<file path="src/rtl/instr_fetch_if.sv">
// Fetch-controller bundle: redirect, downstream instruction handshake,
// byte-wide instruction-memory read port and the fault flag.
// slave = fetch controller, master = surrounding pipeline and memory.
interface instr_fetch_if;
  logic        branch;
  logic [23:0] branch_target;
  logic        instr_ready;
  logic        instr_valid;
  logic [23:0] instruction;
  logic [23:0] instr_pc;
  logic [23:0] mem_addr;
  logic        mem_rd_en;
  logic [7:0]  mem_rd_data;
  logic        fault;

  modport slave (
    input  branch, branch_target, instr_ready, mem_rd_data,
    output instr_valid, instruction, instr_pc, mem_addr, mem_rd_en, fault
  );

  modport master (
    output branch, branch_target, instr_ready, mem_rd_data,
    input  instr_valid, instruction, instr_pc, mem_addr, mem_rd_en, fault
  );
endinterface

</file>
<file path="src/rtl/instr_fetch_ctrl.sv">
// Instruction fetch controller: reads three bytes per instruction from a
// byte-wide memory (1-cycle read latency) and presents them as one 24-bit word.
// Ports: clk_i, rst_i (async, active-high), fetch_io (instr_fetch_if.slave).
module instr_fetch_ctrl #(
  parameter int          MEM_BYTES = 64,
  parameter logic [23:0] PC_RESET  = 24'h000000
) (
  input  logic          clk_i,
  input  logic          rst_i,
  instr_fetch_if.slave  fetch_io
);

  typedef enum logic [2:0] {
    S_IDLE  = 3'd0,
    S_RD0   = 3'd1,
    S_RD1   = 3'd2,
    S_RD2   = 3'd3,
    S_CAP   = 3'd4,
    S_VALID = 3'd5,
    S_FAULT = 3'd6
  } state_t;

  state_t      state_q, state_d;
  logic [23:0] pc_q, pc_d;
  logic [23:0] instr_q;
  logic [23:0] instr_pc_q;

  logic        take_branch;
  logic [24:0] pc_plus2_ext;
  logic        pc_oob;

  // Branch is a redirect only once fetching has started.
  assign take_branch = fetch_io.branch && (state_q != S_IDLE);

  // Carry into bit 24 means the last byte wraps past the top of the space.
  assign pc_plus2_ext = {1'b0, pc_q} + 25'd2;
  assign pc_oob       = pc_plus2_ext[24] || (pc_plus2_ext >= 25'(MEM_BYTES));

  // State register
  always_ff @(posedge clk_i or posedge rst_i) begin
    if (rst_i) begin
      state_q <= S_IDLE;
    end else begin
      state_q <= state_d;
    end
  end

  // Next-state logic
  always_comb begin
    state_d = state_q;
    case (state_q)
      S_IDLE:  state_d = S_RD0;
      S_RD0:   state_d = pc_oob ? S_FAULT : S_RD1;
      S_RD1:   state_d = S_RD2;
      S_RD2:   state_d = S_CAP;
      S_CAP:   state_d = S_VALID;
      S_VALID: state_d = fetch_io.instr_ready ? S_RD0 : S_VALID;
      S_FAULT: state_d = S_FAULT;
      default: state_d = S_IDLE;
    endcase
    if (take_branch) begin
      state_d = S_RD0;
    end
  end

  // Output logic
  always_comb begin
    fetch_io.mem_rd_en   = 1'b0;
    fetch_io.mem_addr    = pc_q;
    fetch_io.instr_valid = 1'b0;
    fetch_io.fault       = 1'b0;
    case (state_q)
      // An out-of-range line never strobes, not even its first byte.
      S_RD0:   fetch_io.mem_rd_en = !pc_oob;
      S_RD1: begin
        fetch_io.mem_rd_en = 1'b1;
        fetch_io.mem_addr  = pc_q + 24'd1;
      end
      S_RD2: begin
        fetch_io.mem_rd_en = 1'b1;
        fetch_io.mem_addr  = pc_q + 24'd2;
      end
      S_VALID: fetch_io.instr_valid = 1'b1;
      S_FAULT: fetch_io.fault       = 1'b1;
      default: ;
    endcase
  end

  assign fetch_io.instruction = instr_q;
  assign fetch_io.instr_pc    = instr_pc_q;

  // PC: redirect wins over consumption, so a branch together with
  // instr_ready never advances past the presented instruction.
  always_comb begin
    pc_d = pc_q;
    if (take_branch) begin
      pc_d = fetch_io.branch_target;
    end else if (state_q == S_VALID && fetch_io.instr_ready) begin
      pc_d = pc_q + 24'd3;
    end
  end

  // Datapath: each byte is captured the cycle after its address was strobed.
  always_ff @(posedge clk_i or posedge rst_i) begin
    if (rst_i) begin
      pc_q       <= PC_RESET;
      instr_q    <= 24'h000000;
      instr_pc_q <= 24'h000000;
    end else begin
      pc_q <= pc_d;
      if (!take_branch) begin
        case (state_q)
          S_RD1: instr_q[23:16] <= fetch_io.mem_rd_data;
          S_RD2: instr_q[15:8]  <= fetch_io.mem_rd_data;
          S_CAP: begin
            instr_q[7:0] <= fetch_io.mem_rd_data;
            instr_pc_q   <= pc_q;
          end
          default: ;
        endcase
      end
    end
  end

endmodule

</file>
<file path="src/flat_wrapper.sv">
// flat-port wrapper written by rule: the top's interface ports become plain ports
module instr_fetch_ctrl_flat 
#(
  parameter int          MEM_BYTES = 64,
  parameter logic [23:0] PC_RESET  = 24'h000000
)
  (clk_i, rst_i, fetch_io_branch, fetch_io_branch_target, fetch_io_instr_ready, fetch_io_mem_rd_data, fetch_io_instr_valid, fetch_io_instruction, fetch_io_instr_pc, fetch_io_mem_addr, fetch_io_mem_rd_en, fetch_io_fault);
  instr_fetch_if fetch_io_i ();
  input  logic clk_i;
  input  logic rst_i;
  input wire logic [$bits(fetch_io_i.branch)-1:0] fetch_io_branch;
  input wire logic [$bits(fetch_io_i.branch_target)-1:0] fetch_io_branch_target;
  input wire logic [$bits(fetch_io_i.instr_ready)-1:0] fetch_io_instr_ready;
  input wire logic [$bits(fetch_io_i.mem_rd_data)-1:0] fetch_io_mem_rd_data;
  output wire logic [$bits(fetch_io_i.instr_valid)-1:0] fetch_io_instr_valid;
  output wire logic [$bits(fetch_io_i.instruction)-1:0] fetch_io_instruction;
  output wire logic [$bits(fetch_io_i.instr_pc)-1:0] fetch_io_instr_pc;
  output wire logic [$bits(fetch_io_i.mem_addr)-1:0] fetch_io_mem_addr;
  output wire logic [$bits(fetch_io_i.mem_rd_en)-1:0] fetch_io_mem_rd_en;
  output wire logic [$bits(fetch_io_i.fault)-1:0] fetch_io_fault;
  assign fetch_io_i.branch = fetch_io_branch;
  assign fetch_io_i.branch_target = fetch_io_branch_target;
  assign fetch_io_i.instr_ready = fetch_io_instr_ready;
  assign fetch_io_i.mem_rd_data = fetch_io_mem_rd_data;
  assign fetch_io_instr_valid = fetch_io_i.instr_valid;
  assign fetch_io_instruction = fetch_io_i.instruction;
  assign fetch_io_instr_pc = fetch_io_i.instr_pc;
  assign fetch_io_mem_addr = fetch_io_i.mem_addr;
  assign fetch_io_mem_rd_en = fetch_io_i.mem_rd_en;
  assign fetch_io_fault = fetch_io_i.fault;
  instr_fetch_ctrl #(.MEM_BYTES(MEM_BYTES), .PC_RESET(PC_RESET)) u_core (.clk_i(clk_i), .rst_i(rst_i), .fetch_io(fetch_io_i));
endmodule
</file>
<file path="config.mk">
export PLATFORM = sky130hd
export DESIGN_NAME = instr_fetch_ctrl_flat
export DESIGN_NICKNAME = d
export VERILOG_FILES = /design/src/rtl/instr_fetch_if.sv /design/src/rtl/instr_fetch_ctrl.sv /design/src/flat_wrapper.sv
export SDC_FILE = /design/constraint.sdc
export NUM_CORES = 1
export LEC_CHECK = 0
export BUFFER_PORTS_ARGS = -buffer_cell sky130_fd_sc_hd__buf_2
export CAP_MARGIN = 15
export CORE_MARGIN = 8
export CORE_UTILIZATION = 40
export CTS_BUF_LIST = sky130_fd_sc_hd__clkbuf_16
export CTS_CLUSTER_DIAMETER = 200
export CTS_CLUSTER_SIZE = 24
export DETAILED_ROUTE_END_ITERATION = 6
export HOLD_SLACK_MARGIN = 0.05
export PLACE_DENSITY_LB_ADDON = 0.1
export SYNTH_ARGS = -nofsm -noshare
export SYNTH_HDL_FRONTEND = slang
export SYNTH_SLANG_ARGS = --single-unit
</file>
<file path="constraint.sdc">
create_clock -name clk_i -period 3.05 [get_ports clk_i]
set_input_delay 0.305 -clock clk_i [delete_from_list [all_inputs] [get_ports clk_i]]
set_output_delay 0.305 -clock clk_i [all_outputs]
set_load 0.02 [all_outputs]
</file>
Word-level counts from Yosys, hierarchy flattened --
Index checks and enable logic that the tools add are counted.
Operators by class: eq/ne operators 6, bitwise operators 1, magnitude comparators 1, muxes and demuxes 10, $add $sub $neg 4, reduce and logical (&&, ||, !) cells 11
Operator list (count):
- adder 24 x 2 -> 24 bit (second input constant) | 2
- 2-to-1 mux 24 bit | 2
- one-hot mux 24 bit (2 select lines) | 1
- adder 24 x 2 -> 25 bit (second input constant) | 1
- greater-or-equal comparator 25 x 7 -> 1 bit (second input constant) | 1
- adder 24 x 1 -> 24 bit (second input constant) | 1
- one-hot mux 3 bit (7 select lines) | 1
- equality test 3 bit (second input constant) | 3
- 2-to-1 mux 3 bit | 3
- equality test 3 x 2 -> 1 bit (second input constant) | 2
- AND reduction 2 bit | 3
- equality test 3 x 1 -> 1 bit (second input constant) | 1
- zero test 3 bit | 1
- nonzero test 3 bit | 1
- logical AND 1 bit | 2
- 2-to-1 mux 1 bit | 2
- one-hot mux 1 bit (2 select lines) | 1
- nonzero test 2 bit | 1
- OR reduction 2 bit | 1
- zero test 1 bit | 1
- logical OR 1 bit | 1
- NOT 1 bit | 1
Word-level totals: output and inout port bits 75, word-level logic and storage cells 39, bits of input ports 36, register bits 75

Longest topological paths before layout --
Gate-level depths: netlist of run 1.
depth in word-level cells 6, gate-level depth with buffers 8, gate-level depth less buffers 8

Worst setup path after synthesis of run 1 --
OpenSTA, ideal clock, no wires.
path type reg2out, start point register u_core.pc_q[1], end point output port fetch_io_mem_rd_en, path slack 0.610 ns, cell stages (with the launch flop) 8, path buffers 0, arrival 2.135 ns, cells stage by stage dfrtp_1 > ha_1 > nand3_2 > nor4_4 > or3_2 > a2111oi_2 > nand4b_1 > o21ai_1
On the way: word-level cells in the longest chain between the ends 5
Ends and longest elaborated chain:
- start, declared | RTL line instr_fetch_ctrl.sv:24 | logic [23:0] pc_q, pc_d;
- start signal, assigned | RTL line instr_fetch_ctrl.sv:110 | pc_q <= pc_d;
- adder 24 x 2 -> 25 bit (*) | RTL line instr_fetch_ctrl.sv:36 | assign pc_plus2_ext = {1'b0, pc_q} + 25'd2;
- greater-or-equal comparator 25 x 7 -> 1 bit | RTL line instr_fetch_ctrl.sv:37 | assign pc_oob = pc_plus2_ext[24] || (pc_plus2_ext >= 25'(MEM_BYTES));
- logical OR 1 bit (*) | RTL line instr_fetch_ctrl.sv:37
- zero test 1 bit (*) | RTL line instr_fetch_ctrl.sv:74 | S_RD0: fetch_io.mem_rd_en = !pc_oob;
- one-hot mux 1 bit (2 select lines) (*) | RTL line instr_fetch_ctrl.sv:72 | case (state_q)
- end, declared | RTL line flat_wrapper.sv:19 | output wire logic [$bits(fetch_io_i.mem_rd_en)-1:0] fetch_io_mem_rd_en;
Mark *: on every way between the ends. The rest lies on a longest branch, timed or not.

Worst setup path after layout of run 1 --
Ends and elaborated chain as after synthesis.

==> results.md, run 1 <==
- Outcome: finished clean
- Core area: 10790 sq um
- Final hold slack: 95.51 ps
- Cell Rows: 38
- Via total after detailed routing: 3566
- Initial antenna violation count: 0
- Worst slew pin tran: 756.4 ps
- Most common cell after layout, fill and taps aside: buf_2
- Worst-Skew Late Latency: roughly 340 ps
- Power share of the sequential group: 0.371
- Post-Route WL: roughly 12 mm
- Most frequent cells in the layout: 109 x buf_2, 62 x dfrtp_1, 51 x nor2_1
- Final worst slack: 165.4 ps
- R2r startpoint: u_core.pc_q[1]
- Worst Path Arrival: between 2000 and 3000 ps
- Port Buffers: 110
- Overflow after GRT: 0
- Setup WS pre-CTS: 309.5 ps
- Die W: 121.1 microns
- Max layer used: met4
- Synth unique cells: 54
- ANT cells: 0
- Sw Ratio: 0.4005
- P_sw: 1.870 mW
- Slew Viols, Final: 0
- Post-Syn Area per Cell: 10.12 sq um
- RePlAce Congestion: 0.9029
- Startpoint Class: register
- Comb pwr share: 0.409
- Ys flop type: dfrtp_1
- Worst hold path type: in -> async
- Min cycle time layout: 2885 ps
- Top cell type's share of synthesized area: 0.4246
- Count of final setup violators: 0
- Avg Vias per Cell: 5.168
- DR pass1 iterations: 4
- WL/cell: roughly 17 microns
- CTS tree: built
- I/O pins: 111
- Top post-synthesis cells by area: dfrtp_1 42%, mux2_2 11%, xnor2_1 5.5%
- Relative slew slack: 0.4950
- First-pass GRT wire length: between 15 and 20 mm
- Share of flip-flops with an asynchronous set or reset: 1.000
- Max-cap violations: 0
- Max FO, Critical Path: 7
- WP data required: roughly 2700 ps
- Fin. Hold Viols: 0
- Clock Power Share: 0.220
- Yosys top cell by area: dfrtp_1
- Met3 WL: 783 microns
- CP endpoint kind: output pin
- Power Density: 850.9 nW/um^2
- Fmax: 346.7 MHz
- Worst Reg-to-Reg Cells: 8
- Leak pwr: roughly 2.3 nW
- Total number of H-tree levels: 3
- Clock sinks: 75
- Area added between synthesis and finish: 24.14%
- Initial DRC Count: roughly 170
- Gr usage total: 0.1648
- Met2 routed WL: around 5.4 mm
- Final nets: 586
- CTS root buffer: clkbuf_16
- Fin crit share: 0.9458
- Post-synthesis sequential area ratio: 0.4246
- DRC viols: 0
- CP Class: reg -> out
- Mapped Nets: around 480
- EDFF count, synth: 0
- Mapped Area: 4420 sq um
- Internal power: around 2.8 mW
- Number of global-route vias before repair: 3790
- Initial Util: 0.4096
- Ys Warns: 0
- R2R Path End: u_core.state_q[2]
- Die height: 121.1 microns
- Peak VDD IR: 466.3 uV
- Clk_skew: a little under 7 ps
- Post-Synthesis Cells: 437
- Reg clk slew, reported paths: 60 ps
- Clock Tree Buf Depth: 2
- ANT nets after route: 0
- Hpwl dp: 8.817 mm
- R2R Setup Slk: 720 ps
- Met1 wire length: 5.379 mm
- Pin count of the biggest net entering global routing: 42
- Die area: 14670 sq um
- Share of layout cells above drive strength 1: 0.4127
- Num CTS Buffers: 9
- Yosys reg bits: 75
cells by family (layout without fill, tap and decap cells):
kind of cell | Yosys count | count (layout) | synth area share
and+or+nand+nor | 159 | 159 | 0.2035
DFF | 75 | 75 | 0.4246
AOI/OAI and AO/OA | 59 | 59 | 0.08435
xor gates and xnor gates | 49 | 49 | 0.09709
muxes | 49 | 49 | 0.1248
buffers and inverters | 41 | 154 | 0.05152
adders and majority gates | 5 | 5 | 0.01415
worst max-delay path, stage by stage, from the launching register on:
cell       delay [ps]
dfrtp_2           450
ha_4              200
nand3_4           120
nor4_4            390
nand3_2           120
a2111oi_2         360
nand4b_1          210
o21ai_1           210
buf_4             170
through the flow:
stage	power (mW)	utilization	cells	setup TNS, ps	instance area [sq um]
after global routing	4.962	0.5085	690	-14.21	5488
after detailed placement	3.633	0.4718	668	0	5092
after floorplan	2.992	-	437	0	4420
final	4.669	0.5085	690	0	5488
after global placement	3.608	0.4718	668	0	5092
after CTS	4.685	0.4991	684	0	5386
power groups by stage:
| stage | clock, mW | sequential, mW | combinational (mW) |
|---|---|---|---|
| 6_report | 1.03 | 1.73 | 1.91 |
| 5_1_grt | 1.09 | 1.79 | 2.08 |
| 4_1_cts | 1.05 | 1.72 | 1.91 |
| 3_5_place_dp | 0 | 1.73 | 1.90 |
| 3_3_place_gp | 0 | 1.72 | 1.89 |
| 2_1_floorplan | 0 | 1.99 | 1.00 |
state kept, by name, indices dropped and copies added (netlist names):
name	flops
u_core.fetch_io.instr_pc	24
u_core.fetch_io.instruction	24
u_core.pc_q	24
u_core.state_q	3
what timing repair did:
action                                  4_1_cts  5_1_grt
endpoints found under the setup margin        1        6
hold buffers                                  0        0
resized for setup                             2       19
pin swaps                                     0        4
setup buffers                                 0        6
worst max-delay path by stage:
| stage | endpoint | depth (start not counted) | startpoint | slack, ps |
|---|---|---|---|---|
| 6_report | fetch_io_mem_rd_en | 8 | u_core.pc_q[1] | 170 |
| 5_1_grt | fetch_io_mem_rd_en | 8 | u_core.pc_q[1] | -10 |
| 4_1_cts | fetch_io_mem_rd_en | 8 | u_core.pc_q[1] | 20 |
| 3_5_place_dp | fetch_io_mem_rd_en | 8 | u_core.pc_q[1] | 310 |
| 3_3_place_gp | fetch_io_mem_rd_en | 8 | u_core.pc_q[1] | 410 |
| 2_1_floorplan | fetch_io_mem_rd_en | 7 | u_core.pc_q[1] | 610 |
per-layer routing:
metal / global-route usage / vias to the layer above
li1: - / 1746
met1: 0.2109 / 1696
met2: 0.2556 / 107
met3: 0.04467 / 17
met4: 0.07182 / 0
met5: 0 / -
Yosys cell counts, drive strengths merged, types with 4 or more instances:
cell type,instances
mux2,49
nand3,15
nor3,7
nor2,51
o21ai,12
xor2,21
clkbuf,10
xnor2,28
a21oi,26
nand2,34
nand4,16
nor4,9
or3,9
buf,24
nand2b,4
dfrtp,75
ha,5
inv,7
layout make-up:
cell class	count	area, sq um
inverter	7	26.28
fill	992	5305
timing repair buffer	131	723.2
multi-input combinational	321	2385
clock inverter	7	60.06
sequential	75	1893
clock buffer	9	225.2
tap	140	175.2
Note: power is estimated with default switching activity, not from simulation.
==> run 2, diff against run 1 <==
clock period = 2.5 ns   (was 3.05 ns; I/O delays follow)
==> run 2 against run 1 <==
The flow now finishes with violations (negative setup slack). Worst setup slack lost 350 ps. Cell count grew 5.4%. Die area unchanged. Flip-flop and latch count unchanged. Critical path depth down 1. Largest cell class unchanged. Wire length up 7.8%. Non-clock buffer count is 38 higher. Register-to-register slack worse by 320 ps. Cell area up 8.2%.
==> results.md, run 2 (synthesized netlist as in run 1, its figures left out) <==
- Outcome: finished, violations left
- Failing checks: negative setup slack
- Num CTS Buffers: 9
- Die W: 121.1 microns
- ANT cells: 0
- Avg Vias per Cell: 5.157
- Most frequent cells in the layout: 101 x buf_2, 62 x buf_4, 61 x dfrtp_1
- CTS root buffer: clkbuf_16
- Met1 usage: 0.2229
- Fin. Hold Viols: 0
- Startpoint Class: register
- CP dominant cell by count: nand4_1
- Leak pwr: 2.544 nW
- Post-Route WL: roughly 13 mm
- Initial Util: 0.4096
- Die area: 14670 sq um
- Cell Rows: 38
- I/O pins: 111
- Count of final setup violators: 1
- CTS tree: built
- RSZ-0062 raised after global routing: true
- DRC viols: 0
- Fmax: 372.2 MHz
- Worst hold path type: in -> reg
- Worst slew pin tran: 416.3 ps
- Area added between synthesis and finish: 34.31%
- Worst Path Arrival: 2440 ps
- Clk_skew: roughly 5 ps
- Power Density: 1000 nW/um^2
- Crit path cell chain: nand4_1, nor4_4, nand4_1, a2111oi_4, nand4b_1, o21ai_1, buf_4
- Port Buffers: 110
- Fin crit share: 1.075
- Clock sinks: 75
- GR peak layer: met2
- Max-cap violations: 0
- WL/cell: 17.47 microns
- Filler instances: 996
- Max FO, Critical Path: 7
- Total number of H-tree levels: 3
- Pin count of the biggest net entering global routing: 76
- Initial antenna violation count: 0
- Final worst slack: -186.9 ps
- Via total after detailed routing: ~3700
- Dpl cell area: 5310 sq um
- Most common cell after layout, fill and taps aside: buf_2
- Largest delay share family, worst path: simple AND/OR/NAND/NOR gates
- Relative slew slack: 0.7217
- Clock Tree Buf Depth: 2
- Share of layout cells above drive strength 1: 0.4736
- Slew Viols, Final: 0
- Min cycle time layout: 2687 ps
- R2R Setup Slk: 400 ps
- M2 GR Usage: 0.2853
- Die height: 121.1 microns
- Bufs and invs on worst path: 1
- Hold Path Stages: 3
- Overflow after GRT: 0
- RePlAce Congestion: 0.9048
- Core area: 10790 sq um
- Number of global-route vias before repair: 4020
- Slowest-stage cell, CP: dfrtp_2
- Gr usage total: 0.1783
- Worst path depth: 7
- Met3 Resource Use GR: 0.05770
- Peak VDD IR: 571.0 uV
- ANT nets after route: 0
- Fin area: between 5000 and 6000 sq um
- DR pass1 iterations: 4
- CP endpoint kind: output pin
- Worst Reg-to-Reg Cells: 6
- First-pass GRT wire length: 20.77 mm
- Max incr delay on CP: approximately 460 ps
- WP data required: 2250 ps
- CP Class: reg -> out
- Worst-Skew Late Latency: 330 ps
- Initial DRC Count: about 140
- Final nets: roughly 620
- Reg clk slew, reported paths: 60 ps
- Setup WS pre-CTS: ~57 ps
- Hpwl dp: 9.284 mm
-- run 2: per-layer routing --
metal	share of wire	vias up
met5	0	-
met4	0.015	0
met3	0.070	14
met2	0.48	107
met1	0.44	1815
li1	-	1813
-- run 2: cell type report --
class / count / area (sq um) / share of cell area
Sequential cell: 75 / 1894 / 0.3191
Clock inverter: 6 / 50.05 / 0.008430
Inverter: 7 / 26.28 / 0.004426
Multi-Input combinational cell: 321 / 2520 / 0.4244
Timing Repair Buffer: 169 / 1046 / 0.1762
Clock buffer: 9 / 225.2 / 0.03793
Tap cell: 140 / 175.2 / 0.02950
-- run 2: worst paths after layout --
path,end,startpoint
worst min register to register,u_core.fetch_io.instr_pc[16],u_core.fetch_io.instr_pc[16]
worst min-delay path,u_core.pc_q[22],fetch_io_branch_target[22]
min in group asynchronous,u_core.fetch_io.instr_pc[22],rst_i
worst max-delay path,fetch_io_mem_rd_en,u_core.pc_q[3]
worst max register to register,u_core.state_q[2],u_core.pc_q[3]
max in group asynchronous,u_core.pc_q[6],rst_i
-- run 2: timing repair --
item,CTS,global route
pin swaps,10,11
resized for setup,27,31
setup endpoints to repair,8,11
endpoints found under the hold margin,75,0
hold buffers,1,0
buffers inserted,5,9
-- run 2: power breakdown --
group | switching (mW) | internal, mW | leakage, nW
sequential | 0.343 | 1.70 | 0.862
clock | 0.482 | 0.751 | 0.143
combinational | 1.53 | 1.13 | 1.54
total | 2.36 | 3.58 | 2.54
-- run 2: per-stage QoR --
step                      hold WS [ps]    util  power (mW)  TNS [ps]  instances
final                            159.4  0.5501       5.938    -186.9        727
after global routing             147.9  0.5501       6.299    -862.4        727
after CTS                        151.4  0.5312       5.904    -177.9        718
after detailed placement         383.0  0.4920       4.570         0        697
after global placement           374.7  0.4920       4.522         0        697
after floorplan                  384.7       -       3.650         0        437
-- run 2: tightest hold or removal path, cell delays in order --
cell	delay, ps
buf_2	80
nor2_1	30
a21oi_1	90
==> run 3, diff against run 2 <==
ABC_AREA = 1   (was unset)
==> run 3 against run 2 <==
The run still ends with negative setup slack left. Critical path depth rose by 6. Total power is 41% higher. Synthesized area grew 7.3%. Combinational power up 70%. Register-to-register slack worse by 190 ps. Sequential share of layout area down 1.2 points. Cell area up 4.0%. Sequential power increased by 13%. Critical path type unchanged.
==> results.md, run 3 <==
- Outcome: finished, violations left
- Failing checks: negative setup slack
- Core area: 11520 sq um
- Initial antenna violation count: 0
- Max-cap violations: 0
- Hold Path Sink: u_core.state_q[1]
- Mapped Area: 4742 sq um
- WL/cell: 17.22 microns
- Die W: 124.9 microns
- Relative slew slack: 0.6705
- Hold path start: fetch_io_branch
- Leak pwr: 3.055 nW
- Final core utilization: 0.5360
- CP Class: reg -> out
- WP data required: 2250 ps
- Avg Vias per Cell: 5.246
- Most common cell after layout, fill and taps aside: nand2_1
- RePlAce Congestion: 0.9435
- Most frequent cells in the layout: 169 x nand2_1, 109 x buf_2, 84 x o21ai_0
- Multi-input gate area: 2601 sq um
- Number of global-route vias before repair: 4862
- Commonest cells in the netlist: 177 x nand2_1, 85 x o21ai_0, 75 x dfrtp_1, 64 x inv_1, 54 x nor2_1
- I/O pins: around 110
- Yosys top cell by area: dfrtp_1
- CP endpoint kind: output pin
- Initial Util: 0.4118
- EDFF count, synth: 0
- Worst slew pin tran: 493.0 ps
- Share of layout cells above drive strength 1: 0.3024
- Sequential cell area: 1893 sq um
- Fin crit share: 1.004
- Port Buffers: 110
- ANT nets after route: 0
- ANT cells: 0
- Synth unique cells: 35
- Top cell type's share of synthesized area: 0.3958
- Worst hold path type: in -> reg
- Hold Path Stages: 2
- Clock sinks: 75
- Min cycle time layout: 2511 ps
- Reg clk slew, reported paths: 60 ps
- Slew Viols, Final: 0
- Max FO, Critical Path: 7
- DR pass1 iterations: 5
- Pin count of the biggest net entering global routing: 45
- Startpoint Class: register
- CTS root buffer: clkbuf_16
- Post-Route WL: 16.19 mm
- Yosys reg bits: 75
- Top post-synthesis cells by area: dfrtp_1 40%, nand2_1 14%, o21ai_0 9.0%
- Cell Rows: 39
- Initial DRC Count: between 300 and 400
- Die height: 124.9 microns
- Non-Filler Instances: 940
- Mapped Nets: 696
- Filler instances: roughly 1200
- R2R Path End: u_core.pc_q[8]
- Count of final setup violators: 1
- Total number of H-tree levels: 3
- First-pass GRT wire length: 26.03 mm
- DRC viols: 0
- Area added between synthesis and finish: 30.16%
- Most common cell in the netlist: nand2_1
- Worst Reg-to-Reg Cells: 9
- Share of flip-flops with an asynchronous set or reset: 1.000
- Fmax: around 400 MHz
- RSZ-0062 raised after global routing: true
- Hpwl dp: ~12 mm
- CTS tree: built
- Worst Path Arrival: 2260 ps
- Clock Tree Buf Depth: 2
- Peak VDD IR: between 500 and 600 uV
- Final worst slack: -10.91 ps
- Overflow after GRT: 0
- Fin. Hold Viols: 0
- Ys Warns: 0
- Worst-Skew Late Latency: 350 ps
- Die area: 15600 sq um
- Clk_skew: between 8 and 9 ps
- R2r startpoint: u_core.pc_q[0]
- Ys flop type: dfrtp_1
- Final nets: approximately 830
- Via total after detailed routing: 4931
- Post-synthesis sequential area ratio: 0.3958
- Post-Synthesis Cells: roughly 660
- Power Density: between 1000 and 1500 nW/um^2
- Post-Syn Area per Cell: 7.240 sq um
- Num CTS Buffers: 9
- Placed insts: 909
- R2R Setup Slk: roughly 210 ps
- Gr usage total: 0.2063
==> run 3: cell types whose count changed after synthesis, moves of 9 or more <==
cell / previous run / this run
a21oi_1: 26 / 12
inv_1: 7 / 64
mux2_2: 45 / 0
nand2_1: 34 / 177
nand2_2: 0 / 15
nand3_1: 13 / 34
nor2_4: 0 / 12
o211ai_1: 1 / 12
o21ai_0: 11 / 85
o221ai_1: 0 / 9
o22ai_1: 1 / 10
xnor2_1: 28 / 0
==> run 3: timing repair <==
item | 4_1_cts | 5_1_grt
hold buffers | 1 | 0
gates resized for setup | 33 | 17
hold endpoints to repair | 17 | 0
pin swaps | 11 | 10
gates cloned | 0 | 1
endpoints found under the setup margin | 7 | 16
setup buffers | 7 | 6
==> run 3: power by group <==
group | internal [mW] | switching (mW)
Clock | 0.973 | 0.543
Combinational | 1.52 | 3.01
Sequential | 1.78 | 0.532
Total | 4.27 | 4.09
==> run 3: kinds of logic after synthesis <==
family,Yosys count,share of synthesized area
AOI/OAI and AO/OA,147,0.1813
xor gates and xnor gates,16,0.02955
adders and majority gates,5,0.01319
buffers and inverters,93,0.07810
DFF,75,0.3958
and+or+nand+nor,319,0.3021
==> run 3: critical path, cell delays in order, from the launching register on <==
cell and delay, ps:
dfrtp_2 450, nand2_2 150, nor2_4 210, nand2_4 100, nand2_1 70, nand2_1 70, nor2_1 130, nand2_1 70
nor2_1 80, nand2_1 60, nor2_1 100, nand2_1 120, o21bai_2 160, buf_6 140
==> run 3: worst max path at each step <==
stage,start,endpoint,cells past startpoint
after global routing,u_core.pc_q[1],fetch_io_mem_rd_en,14
final,u_core.pc_q[8],fetch_io_mem_rd_en,13
after global placement,u_core.pc_q[2],fetch_io_mem_rd_en,14
after floorplan,rst_i,u_core.fetch_io.instr_pc[0],1
after detailed placement,u_core.pc_q[2],fetch_io_mem_rd_en,14
after CTS,u_core.pc_q[1],fetch_io_mem_rd_en,13
==> run 3: metal layers <==
layer | GRT usage | routed length [microns]
met5 | 0 | 0
met4 | 0.07880 | 320
met3 | 0.04281 | 774
met2 | 0.3238 | 7264
met1 | 0.2724 | 7824
==> run 3: metrics by stage <==
step / setup TNS [ps] / hold slack [ps] / worst slack, ps / total power [mW] / instance area (sq um)
final: -10.91 / 77.35 / -10.91 / 8.358 / 6172
after global routing: -146.2 / 81.11 / -146.2 / 8.937 / 6172
after CTS: -27.76 / 61.94 / -27.76 / 8.276 / 6071
after detailed placement: 0 / 273.8 / 26.49 / 6.563 / 5578
after global placement: 0 / 268.4 / 88.69 / 6.532 / 5578
after floorplan: 0 / 313.1 / 340.0 / 5.026 / 4742
==> run 3: cell type report <==
class | instances | share of cell area
Multi-Input combinational cell | 487 | 0.4214
Clock inverter | 7 | 0.01885
Timing Repair Buffer | 150 | 0.1451
Clock buffer | 9 | 0.03649
Sequential cell | 75 | 0.3067
Tap cell | 143 | 0.02899
Inverter | 69 | 0.04237
